<file path="config.mk">
export PLATFORM = sky130hd
export DESIGN_NAME = accumulator_bank
export DESIGN_NICKNAME = d
export VERILOG_FILES = /design/src/rtl/accumulator_bank.sv
export SDC_FILE = /design/constraint.sdc
export NUM_CORES = 1
export LEC_CHECK = 0
export BUFFER_PORTS_ARGS = -buffer_cell sky130_fd_sc_hd__buf_2
export CORE_ASPECT_RATIO = 1.2
export CORE_MARGIN = 2
export CORE_UTILIZATION = 43
export DETAILED_ROUTE_END_ITERATION = 12
export PLACE_DENSITY_LB_ADDON = 0.2
export SETUP_SLACK_MARGIN = 0.5
export SLEW_MARGIN = 20
export SYNTH_ARGS = -nofsm -noshare
export SYNTH_HDL_FRONTEND = slang
export SYNTH_SLANG_ARGS = --single-unit
</file>
<file path="constraint.sdc">
create_clock -name clk -period 4.1 [get_ports clk]
set_input_delay 0.205 -clock clk [delete_from_list [all_inputs] [get_ports clk]]
set_output_delay 0.205 -clock clk [all_outputs]
set_load 0.05 [all_outputs]
</file>
<file path="src/rtl/accumulator_bank.sv">
// rtl/accumulator_bank.sv - one output-buffer bank: saturating accumulate, ordered drain-and-clear
//
// Ports:
//   clk, reset            rising-edge clock, synchronous active-high reset
//   bitwidth              mode; entry = buffer_row_write >> bitwidth
//   buffer_*_write        crossbar write strobe, row/column coordinate, signed product
//   drain_start           one-cycle request to drain the bank (honoured in IDLE only)
//   drain_ready           downstream accepts drain data
//   drain_valid/data/index  drain stream, entries presented in index order
//   drain_done            one-cycle pulse after the last entry transfers
//   bank_busy             high whenever not IDLE
//   write_dropped         sticky: a write was discarded (busy or out of range)

module accumulator_bank #(
    parameter int ENTRY_COUNT = 16,
    parameter int ENTRY_WIDTH = $clog2(ENTRY_COUNT),
    parameter int COORD_WIDTH = 8
) (
    input  logic                   clk,
    input  logic                   reset,
    input  logic [1:0]             bitwidth,
    input  logic                   buffer_write_enable,
    input  logic [COORD_WIDTH-1:0] buffer_row_write,
    input  logic [COORD_WIDTH-1:0] buffer_column_write,
    input  logic [7:0]             buffer_data_write,
    input  logic                   drain_start,
    input  logic                   drain_ready,
    output logic                   drain_valid,
    output logic [7:0]             drain_data,
    output logic [ENTRY_WIDTH-1:0] drain_index,
    output logic                   drain_done,
    output logic                   bank_busy,
    output logic                   write_dropped
);

    localparam int unsigned ENTRY_COUNT_U = ENTRY_COUNT;
    localparam logic [ENTRY_WIDTH-1:0] LAST_INDEX = ENTRY_WIDTH'(ENTRY_COUNT - 1);

    typedef enum logic [1:0] {
        S_IDLE,
        S_FLUSH,
        S_DRAIN,
        S_DONE
    } state_t;

    state_t                  state_q, state_d;
    logic [ENTRY_WIDTH-1:0]  drain_index_q, drain_index_d;
    logic                    write_dropped_q, write_dropped_d;
    logic                    s0_valid_q, s0_valid_d;
    logic [ENTRY_WIDTH-1:0]  s0_entry_q, s0_entry_d;
    logic [7:0]              s0_data_q, s0_data_d;
    logic [7:0]              mem_q [ENTRY_COUNT];
    logic [7:0]              mem_d [ENTRY_COUNT];

    logic [COORD_WIDTH-1:0]  shifted_row;
    logic                    in_range;
    logic                    accept;
    logic                    handshake;
    logic [7:0]              rmw_old;
    logic [8:0]              rmw_sum;
    logic [7:0]              rmw_sat;

    // Column coordinate only matters to the crossbar; nothing here addresses by it.
    logic unused_column;
    assign unused_column = ^buffer_column_write;

    assign shifted_row = buffer_row_write >> bitwidth;
    assign in_range    = 32'(shifted_row) < ENTRY_COUNT_U;
    // The drain_start cycle is still IDLE, so a write arriving with it is kept.
    assign accept      = buffer_write_enable && (state_q == S_IDLE) && in_range;
    assign handshake   = (state_q == S_DRAIN) && drain_ready;

    // Stage 1 read-modify-write. Each write commits to mem on the edge after it
    // leaves stage 0, so a following write to the same entry reads the updated
    // value directly and no forwarding path is needed.
    assign rmw_old = mem_q[s0_entry_q];
    assign rmw_sum = {rmw_old[7], rmw_old} + {s0_data_q[7], s0_data_q};

    always_comb begin
        rmw_sat = rmw_sum[7:0];
        // Sign bit and bit 7 disagree only on overflow of the 9-bit sum.
        if (rmw_sum[8:7] == 2'b01) begin
            rmw_sat = 8'h7f;
        end else if (rmw_sum[8:7] == 2'b10) begin
            rmw_sat = 8'h80;
        end
    end

    always_comb begin
        s0_valid_d = accept;
        s0_entry_d = shifted_row[ENTRY_WIDTH-1:0];
        s0_data_d  = buffer_data_write;

        write_dropped_d = write_dropped_q;
        if (buffer_write_enable && !accept) begin
            write_dropped_d = 1'b1;
        end

        mem_d = mem_q;
        if (s0_valid_q) begin
            mem_d[s0_entry_q] = rmw_sat;
        end
        if (handshake) begin
            mem_d[drain_index_q] = 8'h00;
        end

        state_d       = state_q;
        drain_index_d = drain_index_q;
        case (state_q)
            S_IDLE: begin
                if (drain_start) begin
                    state_d = S_FLUSH;
                end
            end
            // One cycle lets the write taken with drain_start retire before entry 0 is shown.
            S_FLUSH: begin
                drain_index_d = '0;
                state_d       = S_DRAIN;
            end
            S_DRAIN: begin
                if (handshake) begin
                    if (drain_index_q == LAST_INDEX) begin
                        state_d = S_DONE;
                    end else begin
                        drain_index_d = drain_index_q + ENTRY_WIDTH'(1);
                    end
                end
            end
            S_DONE: begin
                drain_index_d = '0;
                state_d       = S_IDLE;
            end
            default: begin
                state_d = S_IDLE;
            end
        endcase
    end

    always_ff @(posedge clk) begin
        if (reset) begin
            state_q         <= S_IDLE;
            drain_index_q   <= '0;
            write_dropped_q <= 1'b0;
            s0_valid_q      <= 1'b0;
            s0_entry_q      <= '0;
            s0_data_q       <= 8'h00;
            for (int i = 0; i < ENTRY_COUNT; i++) begin
                mem_q[i] <= 8'h00;
            end
        end else begin
            state_q         <= state_d;
            drain_index_q   <= drain_index_d;
            write_dropped_q <= write_dropped_d;
            s0_valid_q      <= s0_valid_d;
            s0_entry_q      <= s0_entry_d;
            s0_data_q       <= s0_data_d;
            mem_q           <= mem_d;
        end
    end

    assign drain_valid   = (state_q == S_DRAIN);
    assign drain_done    = (state_q == S_DONE);
    assign bank_busy     = (state_q != S_IDLE);
    assign drain_index   = drain_index_q;
    assign drain_data    = mem_q[drain_index_q];
    assign write_dropped = write_dropped_q;

endmodule

</file>
Word-level counts from Yosys, hierarchy flattened --
Index checks and enable logic that the tools add are counted.
Operators by class: div/mod/pow operators 0, order comparisons 5, $add $sub $neg 2, reductions and logical operators 13, multiply operators 0, shift operators 1, eq/ne operators 10, muxes and demuxes 22, bitwise logic cells 4
Operators by type and width (count):
- $mux 128 | 2
- $and 128x128->128 | 1
- $bwmux 128 | 1
- $not 128->128 | 1
- $bmux 8 s4 | 2
- $demux 8 s4 | 2
- $mux 8 | 8
- $ge 5x5->1 const B | 2
- $lt 5x1->1 const B | 2
- $not 4->5 | 2
- $add 8x8->9 | 1
- $lt 8x5->1 const B | 1
- $mux 4 | 2
- $pmux 2 s4 | 1
- $pmux 4 s2 | 1
- $shr 8x2->8 | 1
- $eq 2x2->1 const B | 3
- $logic_and 1x1->1 | 6
- $mux 2 | 3
- $reduce_and 3->1 | 2
- $add 4x1->4 const B | 1
- $eq 2x1->1 const B | 2
- $eq 4x4->1 const B | 1
- $ne 2x1->1 const B | 2
- other kinds (5) | 7
Storage, ports and cells: bits in latches 0, memories kept 0, ROM bits 0, output and inout bits 16, logic and storage cells 79, register bits 148, input bits 31, bits in writable memories 0

Longest topological paths before layout --
Gate-level depths: netlist of the first run.
word-level depth 12, mapped depth 14, mapped depth without buffers 11

Worst setup path before layout of the first run --
Ideal clock, no wire load.
path kind register to register, start register s0_entry_q[0], end register mem_q[24] in the netlist's numbering, stages on the path, launching flop included 13, period minus slack after synthesis 3993 ps, required time 3972 ps, data arrival time 3865 ps, setup slack 107 ps, library setup time 128 ps, path buffers 3, cell sequence dfxtp_1 -> buf_2 -> buf_2 -> mux4_2 -> mux4_2 -> ha_1 -> o211ai_2 -> o21ai_2 -> a311oi_4 -> mux2_2 -> a221oi_4 -> buf_6 -> a21oi_1
On the way: longest elaborated chain between the ends 12, elaborated cells on any way between the ends 18, those cells by class add/sub (1); order compare (2); eq/ne (2); mux (10); bitwise (2); reduce/logical (1)
RTL lines:
- start, declared | line 50 | logic [ENTRY_WIDTH-1:0] s0_entry_q, s0_entry_d;
- start signal, assigned | line 155 | s0_entry_q <= s0_entry_d;
- $not 4->5 (not written as such) * | line 76, 101
- $bmux 8 s4 | line 76 | assign rmw_old = mem_q[s0_entry_q];
- $mux 8 (not written as such) (2 in a row) | line 76
- $add 8x8->9 | line 77 | assign rmw_sum = {rmw_old[7], rmw_old} + {s0_data_q[7], s0_data_q};
- $eq 2x2->1 | line 84 | end else if (rmw_sum[8:7] == 2'b10) begin
- $mux 8 | line 84
- $mux 8 | line 82 | if (rmw_sum[8:7] == 2'b01) begin
- $bwmux 128 * | line 101 | mem_d[s0_entry_q] = rmw_sat;
- $mux 128 * | line 100 | if (s0_valid_q) begin
- $and 128x128->128 (no line)
- $mux 128 * | line 103 | if (handshake) begin
- end signal, assigned | line 157 | mem_q <= mem_d;
- end, declared | line 52 | logic [7:0] mem_q [ENTRY_COUNT];
Every way passes the cells marked *; elsewhere a longest branch is shown, timed or not. The select of a mux whose other input is x is not followed. A chain may end at the register's enable or synchronous reset.

Final worst setup path of the first run --
start register s0_entry_q[0], end register mem_q[29] in the netlist's numbering
The elaborated chain is that of the path after synthesis.

==> results.cfg, run 1 <==
[run_status]
status = finished clean

[clocking]
tritoncts.num_buffers = 17
cts.path.max_buffers = 2
cts_root_buf = clkbuf_16
cts_tree = yes
cts.htree.levels = 4
cts_sinks = 148
clk_pin_slew_ns = 0.07
insertion_delay_ns = 0.43

[synth]
seq_area_frac_synth = 0.3746
synth_top_flop_cell = dfxtp_1
synth_edf_count = 0
synth_fa_ha_area_frac = 0.03258
synth_compound_area_frac = 0.2048
synthDistinctLibCells = 51
syn_area_per_cell_um2 = 10.87
synth.net_count = 777
yosys_warnings = 0
ys_ff_latch = 148
synth_area_um2 = 7910
syn-instance-count = 728
synth_top_family_by_area = multiplexers
synthSimpleGateAreaFrac = 0.09854
synthMuxAreaShare = 0.2457
async_flop_share = 0
synth_xor_area_frac = 0.005536

[grt]
antenna_found_initial = 0
grt_overflow_total = 0
grt_pass1_vias = 6605
grt_max_degree = 37
grt_pass1_wl_um = 38440
grt.total_usage = 0.2586

[placement]
port_buffers = 38
gp_congestion = 0.8940
pre_cts_slack_ns = -0.1673
dpl.hpwl_um = 16350

[floorplan]
initial_core_util = 0.4368
rows = 54
core-area_um2 = 18110
fp.dieH_um = 152.6
io_pins = 47
die_area_um2 = 19500
die_x_um = 127.8

[layout]
final_cell_mix = dfxtp_1, mux4_2, a21oi_1
final_util = 0.5395
n_antenna_cell = 0
layout-drive-gt1-share = 0.3633
final_common_cell = dfxtp_1
areaGrowthSynthToFinish_pct = 23.51
fin_nets = 850

[power]
p_total_uw = 3758
power.density_nw_per_um2 = 384.6
p_leak_uw = 0.003620
irDropWorstVdd_mv = 0.3219

[critical_path]
rr_worst_depth = 12
startpoint_type = flop
crit_type = flop to flop
cp.required_ns = 4.37
rrSetupSlack_ns = 0.27
cp-end-kind = flop
crit_fanout = 8
cp.arrival_ns = 4.09

[detailed_routing]
via_per_inst = 6.331
met2_length_um = 12220
drtIter0Drc = 655
ant_nets = 0
dr_total_vias = 6559
top_layer = met4
routed_wl_um = 24660
met3_length_um = 1615
routedWlPerCell_um = 23.80
wl_met1_um = 9571
drtPass1Iterations = 5
post-route-drc-count = 0

[sta]
drv_slew = 0
setup_viol = 0
hold_viol = 0
timing.final.ws_setup_ns = 0.2734
min_period_over_period = 0.9333
min_period_ns = 3.827
rsz0062_at_grt = true
worst_pin_slew_ns = 1.148
fmax_mhz = 261.3
hold-worst-slack_ns = 0.02001
fin_tns_setup_ns = 0
clock_skew_ns = 0.01518
max-slew-margin-rel = 0.2319

[worst_hold_path]
hold_depth = 2
hold_path_class = primary input to flop

[run]
drv_cap = 0
## power breakdown
| part | switching [uW] | total [uW] | internal [uW] |
|---|---|---|---|
| Clock | 625 | 1640 | 1010 |
| Combinational | 350 | 609 | 259 |
| Sequential | 47.3 | 1510 | 1460 |
| Total | 1020 | 3760 | 2740 |
## flip-flops by register name, summed over array words and instances (netlist names)
name and cells:
state_q 2, write_dropped 1, mem_q 128, drain_index 4, s0_data_q 8, s0_entry_q 4, s0_valid_q 1
## per-layer routing
metal,vias to the layer above,GRT usage
met5,-,0
met4,0,0.1251
met3,56,0.04846
met2,311,0.4189
met1,3254,0.3327
li1,2938,-
## Yosys cell counts, types with 2 or more instances
| library cell | n | area share |
|---|---|---|
| nand2_1 | 28 | 0.013 |
| a221oi_4 | 2 | 0.0066 |
| nor3_1 | 7 | 0.0044 |
| o211a_1 | 10 | 0.013 |
| xor2_1 | 2 | 0.0022 |
| nor2b_1 | 14 | 0.011 |
| and2_1 | 3 | 0.0024 |
| nand2b_1 | 4 | 0.0032 |
| a311o_1 | 2 | 0.0025 |
| o41ai_2 | 5 | 0.010 |
| a211oi_2 | 2 | 0.0032 |
| buf_1 | 11 | 0.0052 |
| a21oi_1 | 82 | 0.052 |
| o21ai_2 | 2 | 0.0022 |
| nand3b_1 | 13 | 0.012 |
| dfxtp_1 | 148 | 0.37 |
| and3_1 | 5 | 0.0040 |
| buf_2 | 5 | 0.0032 |
| a211oi_4 | 2 | 0.0051 |
| clkbuf_1 | 31 | 0.015 |
| mux2i_1 | 4 | 0.0051 |
| nor2_1 | 71 | 0.034 |
| inv_1 | 12 | 0.0057 |
| o21ai_1 | 10 | 0.0063 |
| a21o_1 | 9 | 0.0085 |
| buf_6 | 4 | 0.0057 |
| mux4_2 | 84 | 0.24 |
| or3b_2 | 6 | 0.0066 |
| buf_4 | 4 | 0.0038 |
| o21ai_0 | 61 | 0.039 |
| or3_1 | 2 | 0.0016 |
| xnor2_1 | 3 | 0.0033 |
| a211oi_1 | 43 | 0.041 |
| nand3_1 | 4 | 0.0025 |
| ha_1 | 17 | 0.027 |
## critical path: stages, from the launching register on
cell,delay [ns]
dfxtp_4,0.40
buf_6,0.13
buf_6,0.12
mux4_2,0.56
mux4_2,0.56
ha_4,0.27
a21oi_2,0.15
o21ai_2,0.11
buf_4,0.15
xnor2_1,0.55
maj3_4,0.48
buf_4,0.15
a21oi_1,0.05
## layout make-up
| cell class | instances | area, um2 |
|---|---|---|
| fillers | 1587 | 8338 |
| clock buffers | 18 | 429.2 |
| inverters | 12 | 45.04 |
| clock inverters | 12 | 182.7 |
| repair buffers | 108 | 928.4 |
| flip-flops and latches | 148 | 2969 |
| multi-input cells | 514 | 4935 |
| well taps | 224 | 280.3 |
## through the flow
step | instance area [um2] | instances
CTS | 9558 | 1030
global route | 9769 | 1036
detailed placement | 8562 | 976
finish | 9769 | 1036
floorplan | 8006 | 728
global placement | 8562 | 976
## final timing paths
check	start	endpoint
worst max-delay path	s0_entry_q[0]$_SDFF_PP0_	mem_q[29]$_SDFF_PP0_
worst min register to register	write_dropped$_SDFFE_PP0P_	write_dropped$_SDFFE_PP0P_
worst min-delay path	buffer_data_write[4]	s0_data_q[4]$_SDFF_PP0_
worst max register to register	s0_entry_q[0]$_SDFF_PP0_	mem_q[29]$_SDFF_PP0_
## cell families (layout without fill, tap and decap cells)
logic type / Yosys count / count (layout)
adders and majority gates: 20 / 21
xor gates and xnor gates: 5 / 5
DFF: 148 / 148
and+or+nand+nor: 160 / 160
buffers and inverters: 67 / 150
muxes: 89 / 89
AOI/OAI and AO/OA: 239 / 239
## timing repair
action | in CTS | in global routing
endpoints found under the hold margin | 5 | 0
setup endpoints to repair | 128 | 112
gates cloned | 1 | 1
gates resized for setup | 37 | 29
buffers inserted | 18 | 5
pin swaps | 22 | 11
hold buffers | 5 | 0
(Power assumes the default switching activity.)
==> run 2, diff against run 1 <==
Clock period 4.1 ns to 3.9 ns, I/O delays scaled along.
==> run 2 against run 1 <==
Effect of this change: register-to-register slack got worse by 0.22 ns; largest power group is now sequential cells; design area increased by 0.86%; die area unchanged; first-iteration DRC count decreased by 28%; sequential power increased by 5%; clock power decreased by 7%.
==> results.cfg, run 2 (synthesized netlist as in run 1, its figures left out) <==
[critical_path]
rr_endpoint = mem_q[66]$_SDFF_PP0_
cp_slowest_cell = mux4_2
crit_type = flop to flop
crit_path_start = s0_entry_q[0]$_SDFF_PP0_
cp.required_ns = 4.19
rrSetupSlack_ns = 0.05
cp.arrival_ns = 4.13
rr_worst_depth = 14
crit_chain = buf_12 > buf_12 > mux4_2 > mux4_2 > ha_4 > a211oi_4 > o21ai_2 > buf_6 > a311o_1 > mux2i_2 > a211oi_4 > buf_6 > clkbuf_16 > a211oi_2
startpoint_type = flop
crit_fanout = 7
cp-end-kind = flop
endpoint = mem_q[66]$_SDFF_PP0_
max_stage_delay_ns = 0.55
reg2reg_from = s0_entry_q[0]$_SDFF_PP0_

[power]
irDropWorstVdd_mv = 0.3173
sw_frac_of_total = 0.2731
intPower_uw = 2760
p_leak_uw = 0.003656
p_sw_uw = 1037
clkPwrFrac = 0.403
seqPwrFrac = 0.416
power_frac_comb = 0.181
p_total_uw = 3797
power.density_nw_per_um2 = 385.3

[layout]
final_cell_mix = dfxtp_1, mux4_2, nor2_1
fin_nets = 846
top_register = mem_q
multi_input_area_um2 = 5045
n_fill_cell = 1532
n_antenna_cell = 0
final_cell_area_um2 = 9853
final_common_cell = dfxtp_1
areaGrowthSynthToFinish_pct = 24.57
layout-drive-gt1-share = 0.3734
regArea_um2 = 2969
largest_reg_flops = 128
largest_registers = mem_q: 128 flops, s0_data_q: 8 flops

[placement]
dpl.hpwl_um = 16420
gp_congestion = 0.8479
pre_cts_slack_ns = -0.01343
postPlaceCellArea_um2 = 8566
port_buffers = 38

[floorplan]
die_x_um = 127.8
die_area_um2 = 19500
rows = 54
fp.dieH_um = 152.6
initial_core_util = 0.4368
core-area_um2 = 18110
io_pins = 47

[sta]
drv_slew = 0
hold_viol = 0
max-slew-margin-rel = 0.2073
timing.final.ws_setup_ns = 0.05332
clock_skew_ns = 0.01078
fmax_mhz = 260.0
min_period_over_period = 0.9863
rsz0062_at_grt = true
min_period_ns = 3.847
worst_pin_slew_ns = 1.185
setup_viol = 0

[clocking]
cts.path.max_buffers = 2
tritoncts.num_buffers = 17
insertion_delay_ns = 0.43
cts_sinks = 148
cts_tree = yes
clk_pin_slew_ns = 0.06
cts.htree.levels = 4
cts_root_buf = clkbuf_16

[worst_hold_path]
hold_path_class = primary input to flop

[grt]
grt_pass1_vias = 6383
grt.total_usage = 0.2516
grt_overflow_total = 0
grt_max_degree = 37
antenna_found_initial = 1
grt_pass1_wl_um = 36670

[detailed_routing]
ant_nets = 0
routed_wl_um = 24600
routedWlPerCell_um = 23.88
drtPass1Iterations = 5
via_per_inst = 6.308
dr_total_vias = 6497
post-route-drc-count = 0
drtIter0Drc = 473

[run_status]
status = finished clean

[run]
drv_cap = 0
==> run 2: cell type report <==
class | instances | share of cell area
clock buffers | 23 | 0.04952
clock inverters | 5 | 0.005333
inverters | 12 | 0.004571
multi-input cells | 513 | 0.5120
flip-flops and latches | 148 | 0.3013
well taps | 224 | 0.02844
repair buffers | 105 | 0.09879
==> run 2: worst max-delay path, delay by kind of cell (launching register included) <==
family | cells | cell delay [ns]
mux | 3 | 1.23
compound gates | 5 | 1.06
buf+inv | 5 | 0.74
flops | 1 | 0.43
fa+ha+maj | 1 | 0.21
==> run 2: power by group through the flow <==
stage,Combinational [uW],Sequential (uW),Clock (uW)
6_report,687,1580,1530
5_1_grt,725,1580,1610
4_1_cts,622,1580,1550
3_5_place_dp,569,1610,0
3_3_place_gp,558,1610,0
2_1_floorplan,414,1600,0
==> run 2: how the worst min path moves through the flow <==
stage | from | end | slack [ns] | cells after the start
2_1_floorplan | buffer_data_write[0] | s0_data_q[0]$_SDFF_PP0_ | 0.32 | 1
3_3_place_gp | buffer_data_write[7] | s0_data_q[7]$_SDFF_PP0_ | 0.41 | 2
3_5_place_dp | buffer_data_write[7] | s0_data_q[7]$_SDFF_PP0_ | 0.41 | 2
4_1_cts | buffer_write_enable | write_dropped$_SDFFE_PP0P_ | 0.02 | 3
5_1_grt | buffer_write_enable | write_dropped$_SDFFE_PP0P_ | 0.05 | 3
6_report | buffer_write_enable | write_dropped$_SDFFE_PP0P_ | 0.03 | 3
==> run 2: metrics by stage <==
stage          hold WS (ns)  setup TNS (ns)  utilization  std cells
3_5_place_dp         0.4107        -0.03867       0.4731        963
3_3_place_gp         0.4087               0       0.4731        963
2_1_floorplan        0.3232               0            -        728
5_1_grt             0.04800               0       0.5442       1030
6_report            0.02889               0       0.5442       1030
4_1_cts             0.01800               0       0.5229       1019
==> run 2: what timing repair did <==
| item | 4_1_cts | 5_1_grt |
|---|---|---|
| endpoints found under the hold margin | 8 | 0 |
| resized for setup | 20 | 57 |
| setup buffers | 19 | 10 |
| gates cloned | 1 | 1 |
| pin swaps | 10 | 13 |
| setup endpoints to repair | 128 | 128 |
| hold buffers | 8 | 0 |
==> run 2: routing by layer <==
metal | up-vias | GRT usage | wire length [um]
li1 | 2916 | - | -
met1 | 3234 | 0.3119 | 9735
met2 | 283 | 0.4092 | 12000
met3 | 64 | 0.05056 | 1559
met4 | 0 | 0.1397 | 1297
met5 | - | 0 | 0
==> run 3, diff against run 2 <==
Settings changed: ABC_AREA set to 1, CAP_MARGIN set to 20.
==> run 3 against run 2 <==
Effect of this change: hold slack got worse by 0.0036 ns; critical path type unchanged; the run now ends with DRC left; register-to-register slack improved by 0.60 ns; first-iteration DRC count rose to 2.5 times the previous value; global-route usage rose by 2.5 points; core utilization fell by 1.3 points; sequential cell count did not move; total power rose by 40%; synthesized cell count rose by 92%; area after synthesis rose by 12%; clock power rose by 27%; critical path depth rose by 5.
==> results.cfg, run 3 <==
[critical_path]
cp_slowest_cell = dfxtp_4
max_stage_delay_ns = 0.39
reg2reg_from = s0_entry_q[1]$_SDFF_PP0_
crit_type = flop to flop
crit_chain = nor2_1 > inv_1 > buf_4 > o22ai_1 > o21ai_1 > nand4_1 > ha_4 > nand2_1 > nor2_2 > nand3_2 > nand2_1 > nand2_1 > nand2_2 > nand2_8 > nand2_8 > buf_12 > nand3_1 > nand2_1 > inv_1
cp.arrival_ns = 3.58
crit_fanout = 17
startpoint_type = flop
rrSetupSlack_ns = 0.66
cp-end-kind = flop
rr_worst_depth = 19
rr_endpoint = mem_q[94]$_SDFF_PP0_
cp.required_ns = 4.24
critPathMostFrequentCell = nand2_1

[sta]
clock_skew_ns = 0.007797
fmax_mhz = 308.3
drv_slew = 0
setup_viol = 0
min_period_over_period = 0.8316
min_period_ns = 3.243
worst_pin_slew_ns = 0.8025
hold_viol = 0
max-slew-margin-rel = 0.4642
fin_tns_setup_ns = 0
rsz0062_at_grt = false

[layout]
areaGrowthSynthToFinish_pct = 21.23
fin_cells = 1745
top_register = mem_q
final_cell_mix = inv_1, nand2_1, a21oi_1
final_common_cell = inv_1
layout-drive-gt1-share = 0.1311
n_fill_cell = 2011
fin_nets = 1516
n_antenna_cell = 0
largest_registers = mem_q: 128 flops, s0_data_q: 8 flops
largest_reg_flops = 128
final_util = 0.5307

[power]
irDropWorstVdd_mv = 0.3748
power.density_nw_per_um2 = 497.0
p_leak_uw = 0.004987

[detailed_routing]
routed_wl_um = 30680
ant_nets = 0
via_per_inst = 5.455
post-route-drc-count = 2
routedWlPerCell_um = 17.58
drtIter0Drc = 1199
drtPass1Iterations = 11
dr_total_vias = 9519

[synth]
synth.area.top_cells = dfxtp_1, inv_1, a21oi_1
synthDistinctLibCells = 30
synth_fa_ha_area_frac = 0.02634
synth_edf_count = 0
synth.net_count = 1446
ys_ff_latch = 148
synthMuxAreaShare = 0
syn_area_per_cell_um2 = 6.325
synth_most_common_cell = inv_1
synth_compound_area_frac = 0.2406
synth_xor_area_frac = 0.002974
synth_common_cells = inv_1, nand2_1, a21oi_1
async_flop_share = 0
synth_area_um2 = 8836
synthSimpleGateAreaFrac = 0.2246
yosys_warnings = 0
synthDominantCellAreaShare = 0.3353
synth_top_area_cell = dfxtp_1
seq_area_frac_synth = 0.3353
synth_top_family_by_area = compound AO/OA/AOI/OAI gates
syn-instance-count = 1397
synth_top_flop_cell = dfxtp_1

[clocking]
tritoncts.num_buffers = 17
cts_tree = yes
cts_sinks = 148
cts.htree.levels = 4
cts.path.max_buffers = 2
clk_pin_slew_ns = 0.07
cts_root_buf = clkbuf_16
insertion_delay_ns = 0.43

[placement]
dpl.hpwl_um = 20680
port_buffers = 38
gp_congestion = 0.9527
place_inst = 1700

[worst_hold_path]
hold_depth = 3
hold_start = buffer_write_enable
whs_endpoint = write_dropped$_SDFFE_PP0P_
hold_path_class = primary input to flop

[floorplan]
die_area_um2 = 21720
io_pins = 47
rows = 57
fp.dieH_um = 161.0
initial_core_util = 0.4378
core-area_um2 = 20180
die_x_um = 134.9

[run_status]
failed_checks = DRC
status = finished with violations

[grt]
grt_pass1_vias = 8634
antenna_found_initial = 0
grt.total_usage = 0.2770
grt_pass1_wl_um = 46310
grt_overflow_total = 0
grt_max_degree = 69

[run]
drv_cap = 0
## run 3: cell count changes after synthesis, moves of 41 or more
cell      previous run  this run
nand2_1             28       237
inv_1               12       310
mux4_2              84         0
o21ai_0             61       121
a211oi_1            43         2
a21oi_1             82       199
o22ai_1              0        65
nand3_1              4       117
## run 3: worst max-delay path: cells and delay by family, from the launching register on
family / cells / cell delay (ns)
AOI/OAI and AO/OA: 2 / 0.36
buffers and inverters: 4 / 0.56
adders and majority gates: 1 / 0.39
DFF: 1 / 0.39
and+or+nand+nor: 12 / 1.43
## run 3: report_power, final
| part | switching, uW | internal, uW | total [uW] |
|---|---|---|---|
| clock | 711 | 1230 | 1940 |
| combinational | 1300 | 481 | 1780 |
| sequential | 57.1 | 1550 | 1610 |
## run 3: how the worst max path moves through the flow
stage,startpoint,endpoint
final,s0_entry_q[1]$_SDFF_PP0_,mem_q[94]$_SDFF_PP0_
after global placement,s0_entry_q[1]$_SDFF_PP0_,mem_q[91]$_SDFF_PP0_
after detailed placement,s0_entry_q[1]$_SDFF_PP0_,mem_q[42]$_SDFF_PP0_
after CTS,s0_entry_q[0]$_SDFF_PP0_,mem_q[27]$_SDFF_PP0_
after floorplan,s0_entry_q[0]$_SDFF_PP0_,mem_q[90]$_SDFF_PP0_
after global routing,s0_entry_q[0]$_SDFF_PP0_,mem_q[94]$_SDFF_PP0_
## run 3: cell families after synthesis
logic type	after synthesis
xor+xnor	3
flops	148
simple gates	438
buf+inv	383
fa+ha+maj	18
compound gates	407
## run 3: routing by layer
| metal | global-route usage | up-vias | routed length, um |
|---|---|---|---|
| met2 | 0.4622 | 469 | 14450 |
| li1 | - | 4639 | - |
| met3 | 0.04645 | 117 | 2492 |
| met1 | 0.3530 | 4294 | 12210 |
| met5 | 0 | - | 0 |
| met4 | 0.1167 | 0 | 1524 |
## run 3: layout make-up
cell class	count	area, um2	area share
multi-input cells	866	4518	0.4218
flip-flops and latches	148	2972	0.2774
inverters	327	1230	0.1148
repair buffers	107	973.4	0.09088
clock buffers	18	439.2	0.04100
well taps	265	331.6	0.03095
clock inverters	14	247.7	0.02313
## run 3: repair_timing
action	in CTS	in global routing
cloned	0	4
endpoints found under the setup margin	125	128
pin swaps	0	13
gates resized for setup	6	43
hold buffers	8	0
endpoints found under the hold margin	8	0
buffers inserted	0	1
## run 3: stage by stage
step	total power [uW]	area, um2	hold WS [ns]	setup slack (ns)
2_1_floorplan	2790	8836	0.2735	1.140
3_3_place_gp	3292	9673	0.3955	0.3232
3_5_place_dp	3308	9673	0.4012	0.2730
4_1_cts	5247	10460	0.01289	0.4845
5_1_grt	5530	10710	0.03796	0.4510
6_report	5323	10710	0.02525	0.6566
